<file path="config.mk">
export PLATFORM = sky130hd
export DESIGN_NAME = switch_debounce_flat
export DESIGN_NICKNAME = d
export VERILOG_FILES = /design/src/rtl/switch_debounce_pkg.sv /design/src/rtl/switch_debounce_if.sv /design/src/rtl/sw_sync2.sv /design/src/rtl/switch_debounce.sv /design/src/flat_wrapper.sv
export SDC_FILE = /design/constraint.sdc
export NUM_CORES = 1
export LEC_CHECK = 0
export ABC_AREA = 1
export CELL_PAD_IN_SITES_DETAIL_PLACEMENT = 1
export CELL_PAD_IN_SITES_GLOBAL_PLACEMENT = 1
export CORE_ASPECT_RATIO = 0.75
export CORE_UTILIZATION = 39
export DETAILED_ROUTE_END_ITERATION = 10
export PLACE_DENSITY_LB_ADDON = 0.1
export SYNTH_ARGS = -nofsm -noshare
export SYNTH_HDL_FRONTEND = slang
export SYNTH_SLANG_ARGS = --single-unit
</file>
<file path="constraint.sdc">
create_clock -name CLK_I -period 2.8 [get_ports CLK_I]
set_clock_uncertainty 0.05 [all_clocks]
set_input_delay 0.7 -clock CLK_I [delete_from_list [all_inputs] [get_ports CLK_I]]
set_output_delay 0.7 -clock CLK_I [all_outputs]
set_load 0.05 [all_outputs]
</file>
<file path="src/rtl/switch_debounce_pkg.sv">
// Shared constants for the DIP-switch front end.
// The same values are used by the `switch` bus-read block and the top-level bridge.
package switch_debounce_pkg;

  localparam int unsigned SW_WIDTH            = 32;
  localparam int unsigned SW_DEBOUNCE_DEFAULT = 50000;
  localparam int unsigned SW_CNT_W            = 16;

endpackage

</file>
<file path="src/rtl/switch_debounce_if.sv">
// Switch-bank interface between the pads/CPU side and the debounce stage.
//   SW_I    raw asynchronous switch pads
//   ACK_I   single-cycle pulse clearing the change mask and interrupt
//   SW_O    debounced switch value
//   VALID_O SW_O holds a committed value
//   CHG_O   sticky mask of bits that changed since the last ACK_I
//   IRQ_O   sticky interrupt, high while a change is pending
// master: pad/CPU side; slave: the debounce block.
interface switch_debounce_if
  import switch_debounce_pkg::*;
#(
  parameter int unsigned WIDTH = SW_WIDTH
) ();

  logic [WIDTH-1:0] SW_I;
  logic             ACK_I;
  logic [WIDTH-1:0] SW_O;
  logic             VALID_O;
  logic [WIDTH-1:0] CHG_O;
  logic             IRQ_O;

  modport master (
    output SW_I,
    output ACK_I,
    input  SW_O,
    input  VALID_O,
    input  CHG_O,
    input  IRQ_O
  );

  modport slave (
    input  SW_I,
    input  ACK_I,
    output SW_O,
    output VALID_O,
    output CHG_O,
    output IRQ_O
  );

endinterface

</file>
<file path="src/rtl/sw_sync2.sv">
// Two-flop synchroniser, one pair of flops per bit, synchronous active-high reset.
//   clk  system clock
//   rst  synchronous active-high reset (clears both stages)
//   d    asynchronous input vector
//   q    synchronised output vector (two clock delay)
module sw_sync2
  import switch_debounce_pkg::*;
#(
  parameter int unsigned WIDTH = SW_WIDTH
) (
  input  logic             clk,
  input  logic             rst,
  input  logic [WIDTH-1:0] d,
  output logic [WIDTH-1:0] q
);

  logic [WIDTH-1:0] s1;

  // First stage may go metastable; second stage gives it a full cycle to settle.
  always_ff @(posedge clk) begin
    if (rst) begin
      s1 <= '0;
      q  <= '0;
    end else begin
      s1 <= d;
      q  <= s1;
    end
  end

endmodule

</file>
<file path="src/rtl/switch_debounce.sv">
// DIP-switch conditioning stage: synchronises the raw pads, debounces them as
// one vector, and tracks which bits changed with a sticky interrupt.
//   CLK_I  system clock (single domain)
//   RST_I  synchronous active-high reset
//   bus    slave side of switch_debounce_if (SW_I/ACK_I in; SW_O, VALID_O,
//          CHG_O, IRQ_O out, all registered)
module switch_debounce
  import switch_debounce_pkg::*;
#(
  parameter int unsigned WIDTH           = SW_WIDTH,
  parameter int unsigned DEBOUNCE_CYCLES = SW_DEBOUNCE_DEFAULT,
  parameter int unsigned CNT_W           = SW_CNT_W
) (
  input  logic              CLK_I,
  input  logic              RST_I,
  switch_debounce_if.slave  bus
);

  localparam logic [CNT_W-1:0] CNT_MAX = CNT_W'(DEBOUNCE_CYCLES - 1);

  logic [WIDTH-1:0] sync;
  logic [WIDTH-1:0] cand;
  logic [CNT_W-1:0] cnt;
  logic [WIDTH-1:0] sw_q;
  logic             valid_q;
  logic [WIDTH-1:0] chg_q;
  logic             irq_q;
  logic             commit_c;
  logic [WIDTH-1:0] diff_c;

  sw_sync2 #(
    .WIDTH (WIDTH)
  ) u_sync (
    .clk (CLK_I),
    .rst (RST_I),
    .d   (bus.SW_I),
    .q   (sync)
  );

  // Commit once the candidate has been stable long enough and differs from
  // what is already published (or nothing has been published since reset).
  always_comb begin
    diff_c   = cand ^ sw_q;
    commit_c = (cnt == CNT_MAX) && (sync == cand) && ((cand != sw_q) || !valid_q);
  end

  // Stability counter: any movement of the synchronised vector restarts it;
  // it saturates at CNT_MAX instead of wrapping.
  always_ff @(posedge CLK_I) begin
    if (RST_I) begin
      cand <= '0;
      cnt  <= '0;
    end else if (sync != cand) begin
      cand <= sync;
      cnt  <= '0;
    end else if (cnt != CNT_MAX) begin
      cnt  <= cnt + CNT_W'(1);
    end
  end

  // Published value and change tracking. The first commit after reset only
  // establishes a baseline; later commits accumulate changed bits. An ACK in
  // the same cycle as a commit drops the old bits but keeps the new change.
  always_ff @(posedge CLK_I) begin
    if (RST_I) begin
      sw_q    <= '0;
      valid_q <= 1'b0;
      chg_q   <= '0;
      irq_q   <= 1'b0;
    end else if (commit_c) begin
      sw_q    <= cand;
      valid_q <= 1'b1;
      if (valid_q) begin
        chg_q <= (bus.ACK_I ? '0 : chg_q) | diff_c;
        irq_q <= 1'b1;
      end
    end else if (bus.ACK_I) begin
      chg_q <= '0;
      irq_q <= 1'b0;
    end
  end

  assign bus.SW_O    = sw_q;
  assign bus.VALID_O = valid_q;
  assign bus.CHG_O   = chg_q;
  assign bus.IRQ_O   = irq_q;

endmodule

</file>
<file path="src/flat_wrapper.sv">
// flat-port wrapper written by rule: the top's interface ports become plain ports
module switch_debounce_flat import switch_debounce_pkg::*;
#(
  parameter int unsigned WIDTH           = SW_WIDTH,
  parameter int unsigned DEBOUNCE_CYCLES = SW_DEBOUNCE_DEFAULT,
  parameter int unsigned CNT_W           = SW_CNT_W
)
  (CLK_I, RST_I, bus_SW_I, bus_ACK_I, bus_SW_O, bus_VALID_O, bus_CHG_O, bus_IRQ_O);
  switch_debounce_if #(.WIDTH(WIDTH)) bus_i ();
  input  logic CLK_I;
  input  logic RST_I;
  input wire logic [$bits(bus_i.SW_I)-1:0] bus_SW_I;
  input wire logic [$bits(bus_i.ACK_I)-1:0] bus_ACK_I;
  output wire logic [$bits(bus_i.SW_O)-1:0] bus_SW_O;
  output wire logic [$bits(bus_i.VALID_O)-1:0] bus_VALID_O;
  output wire logic [$bits(bus_i.CHG_O)-1:0] bus_CHG_O;
  output wire logic [$bits(bus_i.IRQ_O)-1:0] bus_IRQ_O;
  assign bus_i.SW_I = bus_SW_I;
  assign bus_i.ACK_I = bus_ACK_I;
  assign bus_SW_O = bus_i.SW_O;
  assign bus_VALID_O = bus_i.VALID_O;
  assign bus_CHG_O = bus_i.CHG_O;
  assign bus_IRQ_O = bus_i.IRQ_O;
  switch_debounce #(.WIDTH(WIDTH), .DEBOUNCE_CYCLES(DEBOUNCE_CYCLES), .CNT_W(CNT_W)) u_core (.CLK_I(CLK_I), .RST_I(RST_I), .bus(bus_i));
endmodule
</file>
### Yosys cells after proc, flatten, opt, wreduce, memory -nomap -nowiden

Index checks and enable logic that the tools add are counted.

* register bits: 178
* bits in latches: 0
* memory bits (writable): 0
* ROM bits: 0
* logic and storage cells: 30
* memories kept: 0

* add/subtract/negate cells: 1
* $mul: 0
* div/mod/pow operators: 0
* $lt $le $gt $ge: 0
* eq/ne operators: 6
* shift-type cells: 0
* muxes and demuxes: 6
* bitwise gates (word level): 2
* reductions and logical operators: 7

Operators by type and width (count)
* $mux 32: 3
* $ne 32x32->1: 2
* $eq 32x32->1: 1
* $or 32x32->32: 1
* $xor 32x32->32: 1
* $add 16x1->16 const B: 1
* $eq 16x16->1 const B: 1
* $ne 16x16->1 const B: 1
* $mux 1: 3
* $logic_and 1x1->1: 2
* $ne 2x1->1 const B: 1
* $reduce_and 2->1: 1
* $reduce_bool 2->1: 1
* $reduce_or 2->1: 1
* $logic_not 1->1: 1
* $logic_or 1x1->1: 1

### Logic depth before layout (Yosys ltp)

Gate-level depths: netlist (run 1).

* word-level depth: 5
* mapped depth: 15
* depth with buffers taken out: 13

### Cells and area by module

From an unflattened synthesis (run 1), not the netlist that was laid out.

* cells, all modules: 949
* area total of the unflattened synthesis: 6979.2 µm²

Modules (own cells, without submodules)
* switch_debounce: instances 1, cells each 750, area each 5138.7 µm²
* sw_sync2: instances 1, cells each 199, area each 1840.5 µm²

### Worst setup path before layout (run 1)

Ideal clock, no wire load.

* path type: reg2reg
* start: register u_core.valid_q (netlist: u_core.bus.VALID_O)
* end: register u_core.chg_q[10] (netlist: u_core.bus.CHG_O[10])
* setup time: 0.132 ns
* data arrival time: 1.893 ns
* data required time: 2.618 ns
* path slack: 0.725 ns
* stages on the path, launching flop included: 12
* path buffers: 2
* clock period less this slack: 2.075 ns
* cell sequence: dfxtp_1 > clkbuf_1 > nand3_1 > nor2_1 > nand2_1 > nor2_1 > nand3_2 > nand4_1 > nand2_1 > buf_2 > nand2_1 > a21oi_1

* cells in the longest elaborated chain, start to end: 4

RTL lines
* start: declaration: line switch_debounce.sv:25 `logic valid_q;`
* start signal: assignment: line switch_debounce.sv:67 `valid_q <= 1'b0;`
* start signal: assignment: line switch_debounce.sv:72 `valid_q <= 1'b1;`
* $logic_not 1->1: line switch_debounce.sv:44 `commit_c = (cnt == CNT_MAX) && (sync == cand) && ((cand != sw_q) || !valid_q);`
* $logic_or 1x1->1: line switch_debounce.sv:44
* $logic_and 1x1->1: line switch_debounce.sv:44
* $ne 2x1->1 (no line) or $mux 32 (tied branches)
* end signal: assignment: line switch_debounce.sv:74 `chg_q <= (bus.ACK_I ? '0 : chg_q) | diff_c;`
* end: declaration: line switch_debounce.sv:26 `logic [WIDTH-1:0] chg_q;`

Parallel ways exist; a longest one is shown, timed or not.
A chain may end at the register's enable or synchronous reset.

### Final worst setup path (run 1)

* start: register u_core.cand[3]
* end: register u_core.sw_q[21] (netlist: u_core.bus.SW_O[21])

* cells in the longest elaborated chain, start to end: 3

RTL lines
* start: declaration: line switch_debounce.sv:22 `logic [WIDTH-1:0] cand;`
* start signal: assignment: line switch_debounce.sv:54 `cand <= sync;`
* $eq 32x32->1 or $ne 32x32->1 (tied branches): line switch_debounce.sv:44
* $logic_and 1x1->1 or $logic_or 1x1->1 (tied branches): line switch_debounce.sv:44
* $logic_and 1x1->1 *: line switch_debounce.sv:44
* end signal: assignment: line switch_debounce.sv:71 `sw_q <= cand;`
* end: declaration: line switch_debounce.sv:24 `logic [WIDTH-1:0] sw_q;`

Mark *: on every way between the ends. The rest lies on a longest branch, timed or not.

==> flow_results.xml, run 1 <==
<?xml version="1.0" encoding="UTF-8"?>
<metrics>
  <group name="synthesis">
    <metric name="synth-warning-count" unit="">0</metric>
    <metric name="netlist_instances" unit="">946</metric>
    <metric name="synth_top_cell_by_area" unit="">sky130_fd_sc_hd__dfxtp_1</metric>
    <metric name="nets_in_the_synthesized_netlist" unit="">982</metric>
    <metric name="synth_top_cell_area_share" unit="">0.514</metric>
    <metric name="ys_seq_area_frac" unit="">0.514</metric>
    <metric name="mappedNetlistArea" unit="um2">6940</metric>
    <metric name="post_synthesis_area_per_instance" unit="um2">7.33</metric>
    <metric name="synth.area.top_cells" unit="">sky130_fd_sc_hd__dfxtp_1, sky130_fd_sc_hd__nor2_1, sky130_fd_sc_hd__nand2_1</metric>
    <metric name="synth.ff_latch_count" unit="">178</metric>
    <metric name="ys_types" unit="">32</metric>
  </group>
  <group name="global_routing">
    <metric name="grt_pass1_wl" unit="um">29700</metric>
    <metric name="grt_start_max_net_pins" unit="">79</metric>
    <metric name="grt_usage" unit="">0.208</metric>
    <metric name="antenna_found_initial" unit="">0</metric>
    <metric name="grt_overflow_total" unit="">0</metric>
    <metric name="first_global_vias" unit="">5774</metric>
  </group>
  <group name="route">
    <metric name="routed_wirelength" unit="um">17800</metric>
    <metric name="remaining_drcs" unit="">0</metric>
    <metric name="drt_pass1_iterations" unit="">4</metric>
    <metric name="antenna_violating_nets_post_route" unit="">0</metric>
    <metric name="drt-vias-per-instance" unit="">4.58</metric>
    <metric name="route.detailed.wl_per_inst" unit="um">13.9</metric>
    <metric name="dr_total_vias" unit="">5892</metric>
    <metric name="drt-initial-drc-count" unit="">297</metric>
  </group>
  <group name="cells_and_area">
    <metric name="areaGrowthSynthToFinish" unit="%">26.0</metric>
    <metric name="finish.net_count" unit="">1073</metric>
    <metric name="most-common-layout-cells" unit="">sky130_fd_sc_hd__nor2_1, sky130_fd_sc_hd__nand2_1, sky130_fd_sc_hd__dfxtp_1</metric>
    <metric name="drive_gt1_frac" unit="">0.0590</metric>
    <metric name="multiInputGateArea" unit="um2">2550</metric>
    <metric name="fillerInstances" unit="">2142</metric>
    <metric name="fin_util" unit="">0.512</metric>
    <metric name="antenna_cells" unit="">0</metric>
    <metric name="final_design_instance_area_without_fill" unit="um2">8740</metric>
    <metric name="final-seq-area" unit="um2">3560</metric>
    <metric name="layout_commonest_cell" unit="">sky130_fd_sc_hd__nor2_1</metric>
  </group>
  <group name="floorplan">
    <metric name="starting_utilization_of_the_core_area" unit="">0.406</metric>
    <metric name="chipWidth" unit="um">156</metric>
    <metric name="die_area" unit="um2">18300</metric>
    <metric name="pin_count" unit="">101</metric>
    <metric name="placement_rows" unit="">41</metric>
    <metric name="chipHeight" unit="um">117</metric>
    <metric name="placeableCoreArea" unit="um2">17100</metric>
  </group>
  <group name="worst_setup_path">
    <metric name="setup.worst_path.start_class" unit="">register</metric>
    <metric name="worst-endpoint-arrival" unit="ps">2840</metric>
    <metric name="critPathRequiredTime" unit="ps">3070</metric>
    <metric name="cpPeakStageDelay" unit="ps">460</metric>
    <metric name="crit_slowest_cell" unit="">sky130_fd_sc_hd__dfxtp_1</metric>
    <metric name="crit_chain" unit="">inv_2 -&gt; nand2_1 -&gt; nand2_1 -&gt; nor2_1 -&gt; nand2_1 -&gt; nor2_1 -&gt; nand2_1 -&gt; nor2_1 -&gt; and2_1 -&gt; nand2_4 -&gt; buf_4 -&gt; o21ai_0 -&gt; nor2_1</metric>
    <metric name="critical_path_capture_point_type" unit="">register</metric>
    <metric name="critical_path_peak_fanout" unit="">25</metric>
    <metric name="path_class" unit="">reg2reg</metric>
  </group>
  <group name="timing">
    <metric name="finalHoldViolCount" unit="">0</metric>
    <metric name="tightest_slew" unit="ps">806</metric>
    <metric name="timing.final.ws_setup" unit="ps">228</metric>
    <metric name="setup-violations-final" unit="">0</metric>
    <metric name="fin_hold_ws" unit="ps">353</metric>
    <metric name="rsz0062_at_grt" unit="">no</metric>
    <metric name="setup_tns" unit="ps">0</metric>
    <metric name="maxSlewHeadroom" unit="">0.463</metric>
    <metric name="final_max_slew_viol_count" unit="">0</metric>
    <metric name="max_freq" unit="MHz">389</metric>
    <metric name="min_period_over_period" unit="">0.919</metric>
    <metric name="period_minus_slack" unit="ps">2570</metric>
  </group>
  <group name="clock_tree">
    <metric name="clock_insertion_delay_worst_skew" unit="ps">430</metric>
    <metric name="cts_buffers" unit="">17</metric>
    <metric name="postCtsResizedCells" unit="">0</metric>
    <metric name="root_buffer" unit="">sky130_fd_sc_hd__clkbuf_16</metric>
    <metric name="tritoncts" unit="">yes</metric>
    <metric name="clk_pin_slew" unit="ps">70</metric>
    <metric name="cts_setup_buffers" unit="">0</metric>
    <metric name="clk_path_buf_depth" unit="">2</metric>
    <metric name="clock_tree.htree_level_count" unit="">4</metric>
    <metric name="cts.sink_count" unit="">178</metric>
    <metric name="hold_buffers" unit="">0</metric>
  </group>
  <group name="power_and_ir_drop">
    <metric name="ir_drop" unit="V">0.000344</metric>
    <metric name="cellPowerDensity" unit="nW/um2">605</metric>
    <metric name="static_power_due_to_leakage" unit="nW">3.78</metric>
  </group>
  <group name="hold_path">
    <metric name="hp-class" unit="">reg2reg</metric>
  </group>
  <group name="placement">
    <metric name="routabilityCongestion" unit="">0.753</metric>
    <metric name="place.port_buffers" unit="">100</metric>
    <metric name="detailed_placement_hpwl" unit="um">13100</metric>
    <metric name="dp_slack" unit="ps">329</metric>
    <metric name="detailed_place.area" unit="um2">8150</metric>
  </group>
  <group name="job">
    <metric name="timing.max_cap.violations" unit="">0</metric>
  </group>
  <group name="run_status">
    <metric name="outcome" unit="">complete, no violations</metric>
  </group>
</metrics>
==> power by group <==
| part | total, mW | leakage (nW) | switching [mW] | internal [mW] |
|---|---|---|---|---|
| clock network | 2.42 | 0.291 | 1.07 | 1.35 |
| registers | 2.62 | 1.45 | 0.0354 | 2.59 |
| logic | 0.256 | 2.04 | 0.148 | 0.108 |
==> stage by stage <==
step	total power [mW]	instances
3_3_place_gp	2.93	1254
5_1_grt	5.50	1286
3_5_place_dp	2.94	1254
4_1_cts	5.36	1286
2_1_floorplan	2.83	946
6_report	5.29	1286
==> flip-flops by register name, summed over array words and instances (netlist names) <==
register	cells
u_core.u_sync.q	32
u_core.bus.CHG_O	32
u_core.bus.SW_O	32
u_core.u_sync.s1	32
u_core.bus.IRQ_O	1
u_core.cnt	16
u_core.cand	32
u_core.bus.VALID_O	1
==> cell type report <==
class                   count  area share
clock buffers              18      0.0491
clock inverters            14      0.0189
inverters                 172      0.0740
multi-input cells         559       0.292
flip-flops and latches    178       0.408
well taps                 236      0.0338
repair buffers            109       0.125
==> metal layers <==
| metal | vias to the layer above | GRT usage | part of all wire |
|---|---|---|---|
| met2 | 107 | 0.303 | 0.43 |
| li1 | 3034 | - | - |
| met4 | 0 | 0.0674 | 0.0089 |
| met5 | - | 0 | 0 |
| met3 | 13 | 0.0457 | 0.048 |
| met1 | 2738 | 0.303 | 0.52 |
==> path summary, 6_finish.rpt <==
| kind | cells past startpoint | slack, ps | start | endpoint |
|---|---|---|---|---|
| max reg2reg | 13 | 230 | u_core.cand[3] | u_core.bus.SW_O[21] |
| min reg2reg | 2 | 350 | u_core.u_sync.s1[3] | u_core.u_sync.q[3] |
| max | 13 | 230 | u_core.cand[3] | u_core.bus.SW_O[21] |
| min | 2 | 350 | u_core.u_sync.s1[3] | u_core.u_sync.q[3] |
==> cell usage after synthesis <==
cell	number
sky130_fd_sc_hd__a21oi_1	52
sky130_fd_sc_hd__a31oi_1	1
sky130_fd_sc_hd__and2_1	1
sky130_fd_sc_hd__buf_1	1
sky130_fd_sc_hd__buf_2	6
sky130_fd_sc_hd__buf_4	3
sky130_fd_sc_hd__buf_6	2
sky130_fd_sc_hd__clkbuf_1	25
sky130_fd_sc_hd__clkinv_2	1
sky130_fd_sc_hd__dfxtp_1	178
sky130_fd_sc_hd__ha_1	1
sky130_fd_sc_hd__inv_1	160
sky130_fd_sc_hd__inv_2	11
sky130_fd_sc_hd__nand2_1	179
sky130_fd_sc_hd__nand2_2	2
sky130_fd_sc_hd__nand2_4	1
sky130_fd_sc_hd__nand3_1	10
sky130_fd_sc_hd__nand3_2	1
sky130_fd_sc_hd__nand3b_1	1
sky130_fd_sc_hd__nand4_1	36
sky130_fd_sc_hd__nor2_1	191
sky130_fd_sc_hd__nor2_2	1
sky130_fd_sc_hd__nor3_1	3
sky130_fd_sc_hd__nor3_2	1
sky130_fd_sc_hd__nor4_4	1
sky130_fd_sc_hd__o21a_1	2
sky130_fd_sc_hd__o21ai_0	39
sky130_fd_sc_hd__o21ai_1	3
sky130_fd_sc_hd__or2_2	1
sky130_fd_sc_hd__or4_1	1
sky130_fd_sc_hd__xnor2_1	13
sky130_fd_sc_hd__xor2_1	18
==> cells by family after synthesis <==
logic type | after synthesis | share of synthesized area
buf+inv | 209 | 0.118
compound gates | 97 | 0.0709
simple gates | 430 | 0.256
fa+ha+maj | 1 | 0.00180
flops | 178 | 0.514
xor+xnor | 31 | 0.0391
==> worst max-delay path: cells and delay by family (launching register included) <==
family          cells  cell delay (ps)
buf+inv             2              310
compound gates      1              260
flops               1              460
simple gates       10             1360
(Power assumes the default switching activity.)
==> run 2, diff against run 1 <==
Settings changed: CAP_MARGIN set to 10.
==> results of run 2 <==
Final layout, timing and power as in run 1 (identical DEF).
